`src/rtl/servo_pkg.sv`:
```
// Shared definitions for the servo ramp and PWM timebase blocks.
package servo_pkg;

    localparam int MS = 1_000_000;

    typedef enum logic [2:0] {
        S_IDLE = 3'd0,
        S_HOLD = 3'd1,
        S_RAMP = 3'd2
    } state_t;

    function automatic int ms_cnt_w(input int clk_per_ns);
        int w;
        w = $clog2(1 + MS / clk_per_ns);
        return (w < 1) ? 1 : w;
    endfunction

endpackage

```
`src/rtl/tick_divider.sv`:
```
// ms / frame timebase: a registered ms tick and a frame pulse every FRAME_MS ms.
module tick_divider
    import servo_pkg::*;
#(
    parameter int CLK_PER_NS = 40,
    parameter int FRAME_MS   = 20
) (
    input  logic clk_i,
    input  logic rstn_i,
    input  logic enable_i,
    output logic ms_tick_o,
    output logic frame_tick_o
);

    localparam int              MS_W     = ms_cnt_w(CLK_PER_NS);
    localparam logic [MS_W-1:0] MS_LAST  = MS_W'(MS / CLK_PER_NS);
    localparam int              FRM_W    = (FRAME_MS > 1) ? $clog2(FRAME_MS) : 1;
    localparam logic [FRM_W-1:0] FRM_LAST = FRM_W'(FRAME_MS - 1);

    logic [MS_W-1:0]  mscnt;
    logic [FRM_W-1:0] frmcnt;
    logic             ms_tick;

    always_ff @(posedge clk_i or negedge rstn_i) begin
        if (!rstn_i) begin
            mscnt   <= '0;
            ms_tick <= 1'b0;
        end else if (!enable_i) begin
            mscnt   <= '0;
            ms_tick <= 1'b0;
        end else if (mscnt == MS_LAST) begin
            mscnt   <= '0;
            ms_tick <= 1'b1;
        end else begin
            mscnt   <= mscnt + 1'b1;
            ms_tick <= 1'b0;
        end
    end

    always_ff @(posedge clk_i or negedge rstn_i) begin
        if (!rstn_i) begin
            frmcnt <= '0;
        end else if (!enable_i) begin
            frmcnt <= '0;
        end else if (ms_tick) begin
            frmcnt <= (frmcnt == FRM_LAST) ? '0 : frmcnt + 1'b1;
        end
    end

    // The frame pulse coincides with the ms tick that wraps the frame counter.
    assign ms_tick_o    = ms_tick;
    assign frame_tick_o = ms_tick && (frmcnt == FRM_LAST);

endmodule

```
`src/rtl/servo_ramp.sv`:
```
// Slews position_o toward the accepted target by at most STEP codes per servo frame.
module servo_ramp
    import servo_pkg::*;
#(
    parameter int CLK_PER_NS = 40,
    parameter int N          = 8,
    parameter int FRAME_MS   = 20,
    parameter int STEP       = 1,
    parameter int INIT_POS   = 2**(N-1)
) (
    input  logic         clk_i,
    input  logic         rstn_i,
    input  logic         enable_i,
    input  logic         tgt_valid_i,
    input  logic [N-1:0] tgt_pos_i,
    output logic         tgt_ready_o,
    output logic [N-1:0] position_o,
    output logic         en_o,
    output logic         busy_o,
    output logic         frame_o
);

    localparam logic [N:0]   STEP_W = (N+1)'(STEP);
    localparam logic [N-1:0] INIT_Q = N'(INIT_POS);

    state_t       state, state_nx;
    logic [N-1:0] target_q;
    logic         xfer;
    logic         do_slew;
    logic         frame_tick;
    logic         ms_tick_unused;

    // One bounded step toward tgt in N+1 bits; clamping to the distance prevents overshoot and wrap.
    function automatic logic [N-1:0] slew(input logic [N-1:0] pos, input logic [N-1:0] tgt);
        logic [N:0] p, t, d;
        p = {1'b0, pos};
        t = {1'b0, tgt};
        if (t > p) begin
            d = t - p;
            p = p + ((d < STEP_W) ? d : STEP_W);
        end else if (t < p) begin
            d = p - t;
            p = p - ((d < STEP_W) ? d : STEP_W);
        end
        return N'(p);
    endfunction

    tick_divider #(
        .CLK_PER_NS (CLK_PER_NS),
        .FRAME_MS   (FRAME_MS)
    ) u_tick (
        .clk_i        (clk_i),
        .rstn_i       (rstn_i),
        .enable_i     (enable_i),
        .ms_tick_o    (ms_tick_unused),
        .frame_tick_o (frame_tick)
    );

    assign xfer    = tgt_valid_i && tgt_ready_o;
    assign do_slew = frame_tick && enable_i && (state == S_RAMP);

    always_comb begin
        state_nx = state;
        if (!enable_i) begin
            state_nx = S_IDLE;
        end else begin
            case (state)
                S_IDLE:  state_nx = S_HOLD;
                S_HOLD:  if (target_q != position_o) state_nx = S_RAMP;
                S_RAMP:  if (target_q == position_o) state_nx = S_HOLD;
                default: state_nx = S_IDLE;
            endcase
        end
    end

    always_ff @(posedge clk_i or negedge rstn_i) begin
        if (!rstn_i) begin
            state       <= S_IDLE;
            en_o        <= 1'b0;
            tgt_ready_o <= 1'b0;
            position_o  <= INIT_Q;
            target_q    <= INIT_Q;
        end else begin
            state       <= state_nx;
            en_o        <= (state_nx != S_IDLE);
            tgt_ready_o <= (state_nx != S_IDLE);
            if (do_slew)
                position_o <= slew(position_o, target_q);
            // Re-enable adopts the current position so the servo does not jump.
            if (state == S_IDLE && enable_i)
                target_q <= position_o;
            else if (xfer)
                target_q <= tgt_pos_i;
        end
    end

    assign busy_o  = (state == S_RAMP);
    assign frame_o = frame_tick;

endmodule

```
`config.mk`:
```
export PLATFORM = sky130hd
export DESIGN_NAME = servo_ramp
export DESIGN_NICKNAME = d
export VERILOG_FILES = /design/src/rtl/servo_pkg.sv /design/src/rtl/tick_divider.sv /design/src/rtl/servo_ramp.sv
export SDC_FILE = /design/constraint.sdc
export NUM_CORES = 1
export LEC_CHECK = 0
export BUFFER_PORTS_ARGS = -buffer_cell sky130_fd_sc_hd__buf_2
export CORE_MARGIN = 5
export CORE_UTILIZATION = 31
export CTS_BUF_LIST = sky130_fd_sc_hd__clkbuf_8
export CTS_CLUSTER_SIZE = 40
export DETAILED_ROUTE_END_ITERATION = 10
export GPL_TIMING_DRIVEN = 0
export PLACE_DENSITY = 0.55
export REMOVE_ABC_BUFFERS = 1
export SYNTH_ARGS = -nofsm -noshare
export SYNTH_HDL_FRONTEND = slang
export SYNTH_SLANG_ARGS = --single-unit
```
`constraint.sdc`:
```
create_clock -name clk_i -period 9.5 [get_ports clk_i]
set_input_delay 0.95 -clock clk_i [delete_from_list [all_inputs] [get_ports clk_i]]
set_output_delay 0.95 -clock clk_i [all_outputs]
set_load 0.05 [all_outputs]
```
Yosys cells after proc, flatten, opt, wreduce, memory -nomap -nowiden --
Cells that the tools add are included.
Operators by class: magnitude comparators 4, mux-type cells 17, reductions and logical operators 10, equal/unequal tests 7, $add $sub $neg 6
Operators by type and width (count):
- 8-bit two-way mux | 6
- 15-bit two-way mux | 2
- 9-bit by 1-bit less-than comparator with 1-bit output (second input constant) | 2
- 8-bit by 8-bit subtractor with 9-bit output | 2
- 15-bit by 1-bit adder with 15-bit output (second input constant) | 1
- 15-bit equality test (second input constant) | 1
- 5-bit two-way mux | 3
- 3-bit two-way mux | 3
- 3-bit one-hot mux with 3 select lines | 1
- 8-bit adder | 1
- 8-bit equality test | 1
- 8-bit > comparator | 1
- 8-bit less-than comparator | 1
- 8-bit inequality test | 1
- 8-bit subtractor | 1
- 5-bit by 1-bit adder with 5-bit output (second input constant) | 1
- 5-bit equality test (second input constant) | 1
- 1-bit logical AND | 5
- 2-bit nonzero test | 2
- 3-bit by 1-bit equality test with 1-bit output (second input constant) | 1
- 3-bit by 2-bit equality test with 1-bit output (second input constant) | 1
- 3-bit logical NOT | 1
- 3-bit nonzero test | 1
- 1-bit two-way mux | 2
- other kinds (2) | 2
Word-level totals: output and inout port bits 12, logic and storage cells 51, register bits after elaboration 41, bits of input ports 12

Logic depth before layout (Yosys ltp) --
Gate-level depths: netlist (run 1).
word-level depth 6, mapped depth 20, gate-level depth less buffers 20

Modules after synthesis --
From an unflattened synthesis (run 1), not the netlist that was laid out.
Second synthesis, totals: cells, all modules 335, area total of the unflattened synthesis 3067.9 um^2
Modules (own cells, without submodules):
- servo_ramp | seq. area each 503.0 um^2, area an instance 1988.2 um^2, instances 1, cells each 230
- tick_divider | seq. area each 525.5 um^2, area an instance 1079.8 um^2, instances 1, cells each 105

Least setup slack after synthesis (run 1) --
No wires, ideal clock.
kind register to register, start point register position_o[1], end point register position_o[6], path slack 5.526 ns, library setup time 0.083 ns, buffers on the path 0, arrival 3.891 ns, stages on the path, launching flop included 20, clock period less this slack 3.974 ns, path through dfrtp_1 -> inv_1 -> ha_1 -> nor2b_1 -> o21a_1 -> o211a_1 -> a211oi_1 -> xnor2_1 -> nor3_2 -> a31oi_1 -> ha_1 -> inv_1 -> fa_1 -> a21o_1 -> a21o_1 -> a21o_1 -> a21oi_1 -> xnor2_1 -> nand2_1 -> o21ai_0
On the way: cells in the longest elaborated chain, start to end 6, elaborated cells between the ends (all ways) 14
RTL lines:
- from (decl) | line servo_ramp.sv:17 | output logic [N-1:0] position_o,
- from (signal assigned) | line servo_ramp.sv:88 | position_o <= slew(position_o, target_q);
- 8-bit by 8-bit subtractor with 9-bit output | line servo_ramp.sv:42 | d = p - t;
- 9-bit by 1-bit less-than comparator with 1-bit output | line servo_ramp.sv:43 | p = p - ((d < STEP_W) ? d : STEP_W);
- 8-bit two-way mux | line servo_ramp.sv:43
- 8-bit subtractor | line servo_ramp.sv:43
- 8-bit two-way mux | line servo_ramp.sv:41 | end else if (t < p) begin
- 8-bit two-way mux | line servo_ramp.sv:38 | if (t > p) begin
Several ways; a longest one is shown, not always the timed one. The select of a mux whose other input is x is not followed. A chain may end at the register's enable or synchronous reset.

Final worst setup path (run 1) --
start point register position_o[2], end point register position_o[6]
Same word-level chain as after synthesis.

==> results_dict.tcl, run 1 <==
set metrics [dict create \
    vias_per_cell 4.665 \
    synth_seq_area_share_pct 33.87 \
    dpl.cell_count 481 \
    tightest_slew_ns 0.9506 \
    synth-main-ff-cell "dfrtp_1" \
    hold_viol 0 \
    p_per_area_mw_per_mm2 135.4 \
    drt_pass1_iterations 5 \
    status "finished clean" \
    path_cells "inv_1, ha_1, and3_1, o21ai_1, a311oi_2, nor2_1, nor2_1, nor3_2, a31oi_1, ha_1, inv_1, fa_1, a21o_1, a21o_1, a21o_1, a21oi_1, xnor2_1, nand2_1, o21ai_0" \
    worst-endpoint-required_ns 9.72 \
    antenna_cells 0 \
    grt_usage_pct 11.12 \
    clock_path_buffers 2 \
    nFillCells 1008 \
    dpl.hpwl_microns 4875 \
    grt_max_degree 42 \
    slowest_delay_ns 0.46 \
    finalSetupViolCount 0 \
    grt_pass1_wl_microns 10520 \
    cts_setup_buffers 0 \
    finalPower_uw 457.3 \
    cp_common_cell "a21o_1" \
    start_util_pct 31.36 \
    syn2layout_area_growth_pct 11.25 \
    ios 24 \
    die_area_sq_mm 0.01188 \
    die_x_microns 109.0 \
    ant_nets 0 \
    hold_start "u_tick.mscnt[0]" \
    cts_tree "built" \
    synthTopCellsByCount "dfrtp_1 (39), nor2_1 (32), nand2_1 (29)" \
    worstPathArrival_ns 4.56 \
    critPathLaunchType "register" \
    grt.overflow.total 0 \
    clock_sinks 41 \
    ys_top_cells_by_area "dfrtp_1 (32%), ha_1 (12%), xor2_1 (4.3%), nor2_1 (4.0%), xnor2_1 (3.7%)" \
    maxSlewViolCount 0 \
    synth_edf_count 0 \
    yosysWarningCount 0 \
    vdd_drop_max_v 0.00006299 \
    clkLatencyLatePin_ns 0.30 \
    relSlewSlack_pct 36.63 \
    finalSetupTns_ns 0 \
    grt_pass1_vias 2229 \
    critical_path_class "reg -> reg" \
    final_nets 398 \
    synth_top_area_cell "dfrtp_1" \
    drc 0 \
    path_clk_slew_ns 0.08 \
    drive_gt1_share_pct 12.92 \
    wirelength_microns 6262 \
    crit_start "position_o[2]" \
    synth_cell_types 51 \
    worst-path-buf-inv 2 \
    num_vias 2281 \
    crit_family "compound AO/OA/AOI/OAI gates" \
    ys_ff_latch 41 \
    rows 36 \
    regArea_sq_mm 0.001028 \
    antenna_found_initial 0 \
    fin_cells 489 \
    fmax_mhz 230.4 \
    drt_iter0_drc 81 \
    holdBufCountCts 0 \
    min_path_type "reg -> reg" \
    h-tree-depth 2 \
    wire_per_inst_microns 12.81 \
    gp_congestion 0.8348 \
    worst_clock_skew_ns 0.006860 \
    netlist_area_sq_mm 0.003037 \
    yosysTopAreaCellShare_pct 32.14 \
    multi_input_area_sq_mm 0.001854 \
    r2r-start "position_o[2]" \
    syn_avg_cell_area_sq_um 9.092 \
    critPathSlowestCell "ha_1" \
    cts_root_buf "clkbuf_8" \
    rsz0062_at_grt "false" \
    min_period_ns 4.340 \
    ys_async_sr_fraction_pct 100.0 \
    critPathCaptureType "register" \
    drv_cap 0 \
    leakage_nw 1.552 \
    whs_ns 0.4975 \
    cts.repair.resized 0 \
    port_buffers 23 \
    yosysMostFrequentCell "dfrtp_1" \
    coreArea_sq_mm 0.009684 \
    die_y_microns 109.0 \
    cts-buffers-inserted 5 \
    period_share_pct 45.68 \
    netlist_instances 334 \
    critPathMaxFanout 8 \
]
per-layer routing:
metal,share of wire (%),vias up,global-route usage [%]
met3,2.8,4,2.191
met4,0.73,0,3.246
met2,48,21,18.86
li1,-,1186,-
met5,0,-,0
met1,49,1070,14.30
cell usage in the layout, fill, tap and decap left out, types with 8 or more instances in the layout:
| cell | instances |
|---|---|
| ha_1 | 28 |
| xor2_1 | 15 |
| a21oi_1 | 10 |
| nand2_1 | 29 |
| nor2_1 | 32 |
| mux2i_1 | 11 |
| inv_1 | 25 |
| dfrtp_1 | 39 |
| nand3_1 | 11 |
| nand2b_1 | 9 |
| o21ai_0 | 22 |
| xnor2_1 | 13 |
| o21a_1 | 9 |
| buf_2 | 23 |
| nor3_1 | 8 |
logic make-up (layout without fill, tap and decap cells):
group / after synthesis / count (layout) / synth area share (%)
other cells: 2 / 2 / 0.2473
buf+inv: 34 / 56 / 5.233
xor+xnor: 28 / 28 / 8.076
simple gates: 118 / 118 / 19.78
fa+ha+maj: 32 / 32 / 13.84
flops: 41 / 41 / 33.87
mux: 11 / 11 / 3.626
compound gates: 68 / 68 / 15.33
layout make-up:
cell class              count  share of cell area [%]
clock buffers               6                   2.444
clock inverters             2                   1.111
inverters                  25                   2.778
multi-input cells         259                   54.89
flip-flops and latches     41                   30.44
well taps                 133                   4.926
repair buffers             23                   3.407
registers in the layout, summed over array words and instances (netlist names):
name and flops:
target_q 8, u_tick.ms_tick_o 1, position_o 8, en_o 1, state 3, u_tick.frmcnt 5
u_tick.mscnt 15
report_power, final:
| part | internal, mW | leakage, nW | switching, mW |
|---|---|---|---|
| logic | 0.0510 | 0.990 | 0.0686 |
| clock network | 0.0855 | 0.0574 | 0.0625 |
| registers | 0.182 | 0.505 | 0.00735 |
| total | 0.319 | 1.55 | 0.138 |
stage by stage:
step,util [%],setup slack (ns),instance area [sq um]
after floorplan,-,5.518,2972
after global placement,33.59,5.151,3253
after detailed placement,33.64,5.157,3258
after CTS,34.88,5.120,3378
after global routing,34.88,4.693,3378
final,34.88,5.160,3378
path summary, 6_finish.rpt:
check	slack (ns)	to	depth (start not counted)
setup / recovery	5.16	position_o[6]	19
hold / removal	0.50	u_tick.mscnt[0]	1
setup reg to reg	5.16	position_o[6]	19
hold reg to reg	0.50	u_tick.mscnt[0]	1
max in group asynchronous	8.11	position_o[4]	1
min in group asynchronous	0.80	u_tick.mscnt[0]	1
Note: power is estimated with default switching activity, not from simulation.
==> run 2: changes to the inputs <==
- ABC_AREA: not set -> 1
- clock period: 9.5 -> 4.2 ns (I/O delays scaled with it)
==> results_dict.tcl, run 2 <==
set metrics [dict create \
    synth_edf_count 0 \
    grt_pass1_vias 2606 \
    clkLatencyLatePin_ns 0.29 \
    regMostFlops "u_tick.mscnt" \
    period_share_pct 87.22 \
    min_path_type "in -> async" \
    worst_clock_skew_ns 0.007573 \
    vdd_drop_max_v 0.0001468 \
    ys_async_sr_fraction_pct 100.0 \
    grt.overflow.total 0 \
    nFillCells 1024 \
    synthTopCellsByCount "nand2_1 (66), inv_1 (61), dfrtp_1 (39)" \
    yosysWarningCount 0 \
    die_y_microns 109.4 \
    worstPathArrival_ns 3.89 \
    wire_per_inst_microns 12.18 \
    synth_xor_area_share_pct 3.720 \
    ys_ff_latch 41 \
    relSlewSlack_pct 37.28 \
    wirelength_microns 6722 \
    drv_cap 0 \
    synth_top_family_by_area "simple AND/OR/NAND/NOR gates" \
    crit_start "position_o[2]" \
    largest_register_ffs 15 \
    p_per_area_mw_per_mm2 367.4 \
    clock_path_buffers 2 \
    synth_seq_area_share_pct 33.61 \
    critPathMaxFanout 9 \
    min_period_ns 3.663 \
    die_area_sq_mm 0.01196 \
    critical_path_class "reg -> reg" \
    hold_viol 0 \
    antenna_cells 0 \
    dpl.cell_count 544 \
    grt_usage_pct 12.46 \
    ios 24 \
    netlist_area_sq_mm 0.003060 \
    yosysMostFrequentCell "nand2_1" \
    worst-endpoint-required_ns 4.43 \
    synth-main-ff-cell "dfrtp_1" \
    finalPower_mw 1.252 \
    utilization_pct 35.19 \
    final_cell_mix "nand2_1 (66), inv_1 (61), dfrtp_1 (39)" \
    rsz0062_at_grt "false" \
    reg2reg_depth 23 \
    synthMuxAreaShare_pct 0 \
    netlist_instances 394 \
    finalSetupViolCount 0 \
    maxSlewViolCount 0 \
    tightest_slew_ns 0.9409 \
    cts_tree "built" \
    num_vias 2543 \
    ys_top_cells_by_area "dfrtp_1 (32%), ha_1 (11%), nand2_1 (8.1%), inv_1 (7.5%), nand3_1 (4.7%)" \
    critPathLaunchType "register" \
    fmax_mhz 273.0 \
    antenna_found_initial 0 \
    die_x_microns 109.4 \
    top_regs "u_tick.mscnt (15), position_o (8), target_q (8)" \
    cts_setup_buffers 0 \
    synth-adder-area-share_pct 13.41 \
    finalSetupTns_ns 0 \
    synth-simple-area-share_pct 25.80 \
    layout_commonest_cell "nand2_1" \
    port_buffers 23 \
    start_util_pct 31.60 \
    leakage_nw 1.682 \
    ant_nets 0 \
    critPathCaptureType "register" \
    vias_per_cell 4.607 \
    holdBufCountCts 0 \
    dpl.hpwl_microns 5319 \
    gp_congestion 0.8410 \
    drt_iter0_drc 109 \
    drc 0 \
    yosysTopAreaCellShare_pct 31.89 \
    grt_pass1_wl_microns 11990 \
    status "finished clean" \
    path_clk_slew_ns 0.09 \
    final_nets 461 \
    grt_max_degree 42 \
    clock_sinks 41 \
    h-tree-depth 2 \
    syn_avg_cell_area_sq_um 7.768 \
    fin_cells 552 \
    cts.repair.resized 0 \
    r2r-start "position_o[2]" \
    synth_cell_types 43 \
    rows 36 \
    whs_ns 0.2669 \
    synth_compound_area_share_pct 12.84 \
    coreArea_sq_mm 0.009684 \
    synth_top_area_cell "dfrtp_1" \
    drive_gt1_share_pct 13.60 \
    syn2layout_area_growth_pct 11.37 \
    cts_root_buf "clkbuf_8" \
    drt_pass1_iterations 6 \
    cts-buffers-inserted 5 \
]
run 2: cell types whose count changed after synthesis, moves of 7 or more:
cell      change
nand2_1      +37
o21a_1        -8
o21ai_0      -14
nand3_1      +18
o221ai_1      +8
xnor2_1       -8
a21oi_1      +16
xor2_1        -7
o21ai_1      +11
nand2b_1      -9
mux2i_1      -11
inv_1        +36
run 2: path summary, 6_finish.rpt:
path                                    endpoint  slack, ns
worst max-delay path               position_o[5]       0.54
min in group clk_i                   target_q[2]       0.37
max in group asynchronous          position_o[6]       3.35
worst min-delay path             u_tick.mscnt[1]       0.27
worst max register to register     position_o[5]       0.54
worst min register to register  u_tick.mscnt[14]       0.48
run 2: cell families (layout without fill, tap and decap cells):
logic type,count (synthesis),in the layout
and+or+nand+nor,166,166
buffers and inverters,77,102
other,2,2
adders and majority gates,31,31
DFF,41,41
xor gates and xnor gates,13,13
AOI/OAI and AO/OA,64,64
run 2: final cells by class:
| cell class | count | area (sq um) | share of cell area, % |
|---|---|---|---|
| clock buffers | 5 | 68.82 | 2.019 |
| inverters | 71 | 269.0 | 7.893 |
| multi-input cells | 276 | 1714 | 50.29 |
| repair buffers | 23 | 115.1 | 3.377 |
| flip-flops and latches | 41 | 1028 | 30.18 |
| well taps | 133 | 166.4 | 4.883 |
| clock inverters | 3 | 46.29 | 1.358 |
run 2: layer usage:
| metal | GRT usage, % | vias up | share of wire [%] |
|---|---|---|---|
| li1 | - | 1325 | - |
| met1 | 15.56 | 1195 | 46 |
| met5 | 0 | - | 0 |
| met3 | 1.468 | 5 | 1.9 |
| met4 | 3.117 | 0 | 0.88 |
| met2 | 22.71 | 18 | 51 |
run 2: critical path: stages (launching register included):
cell and delay, ns:
dfrtp_1 0.46, inv_1 0.09, ha_1 0.48, nand3b_1 0.15, nand2_1 0.16, nand2_1 0.09
nand2_1 0.09, nand2_1 0.05, nand2_1 0.05, nor2_1 0.05, nand2_2 0.14, inv_1 0.07
ha_1 0.21, or2_1 0.24, ha_1 0.33, a21oi_1 0.15, nand2_1 0.11, a21oi_1 0.15
inv_1 0.05, a21oi_1 0.18, nor2_1 0.06, nor2_1 0.10, nand2_1 0.06, o21ai_1 0.06
run 2: through the flow:
stage	instance area, sq um	worst slack, ns
2_1_floorplan	3012	0.6907
3_3_place_gp	3293	0.5801
3_5_place_dp	3293	0.5155
4_1_cts	3408	0.4944
5_1_grt	3408	0.1307
6_report	3408	0.5368
run 2: where the power goes:
group / internal [mW] / switching [mW] / total, mW
registers: 0.412 / 0.0113 / 0.424
clock network: 0.178 / 0.148 / 0.327
logic: 0.189 / 0.314 / 0.502
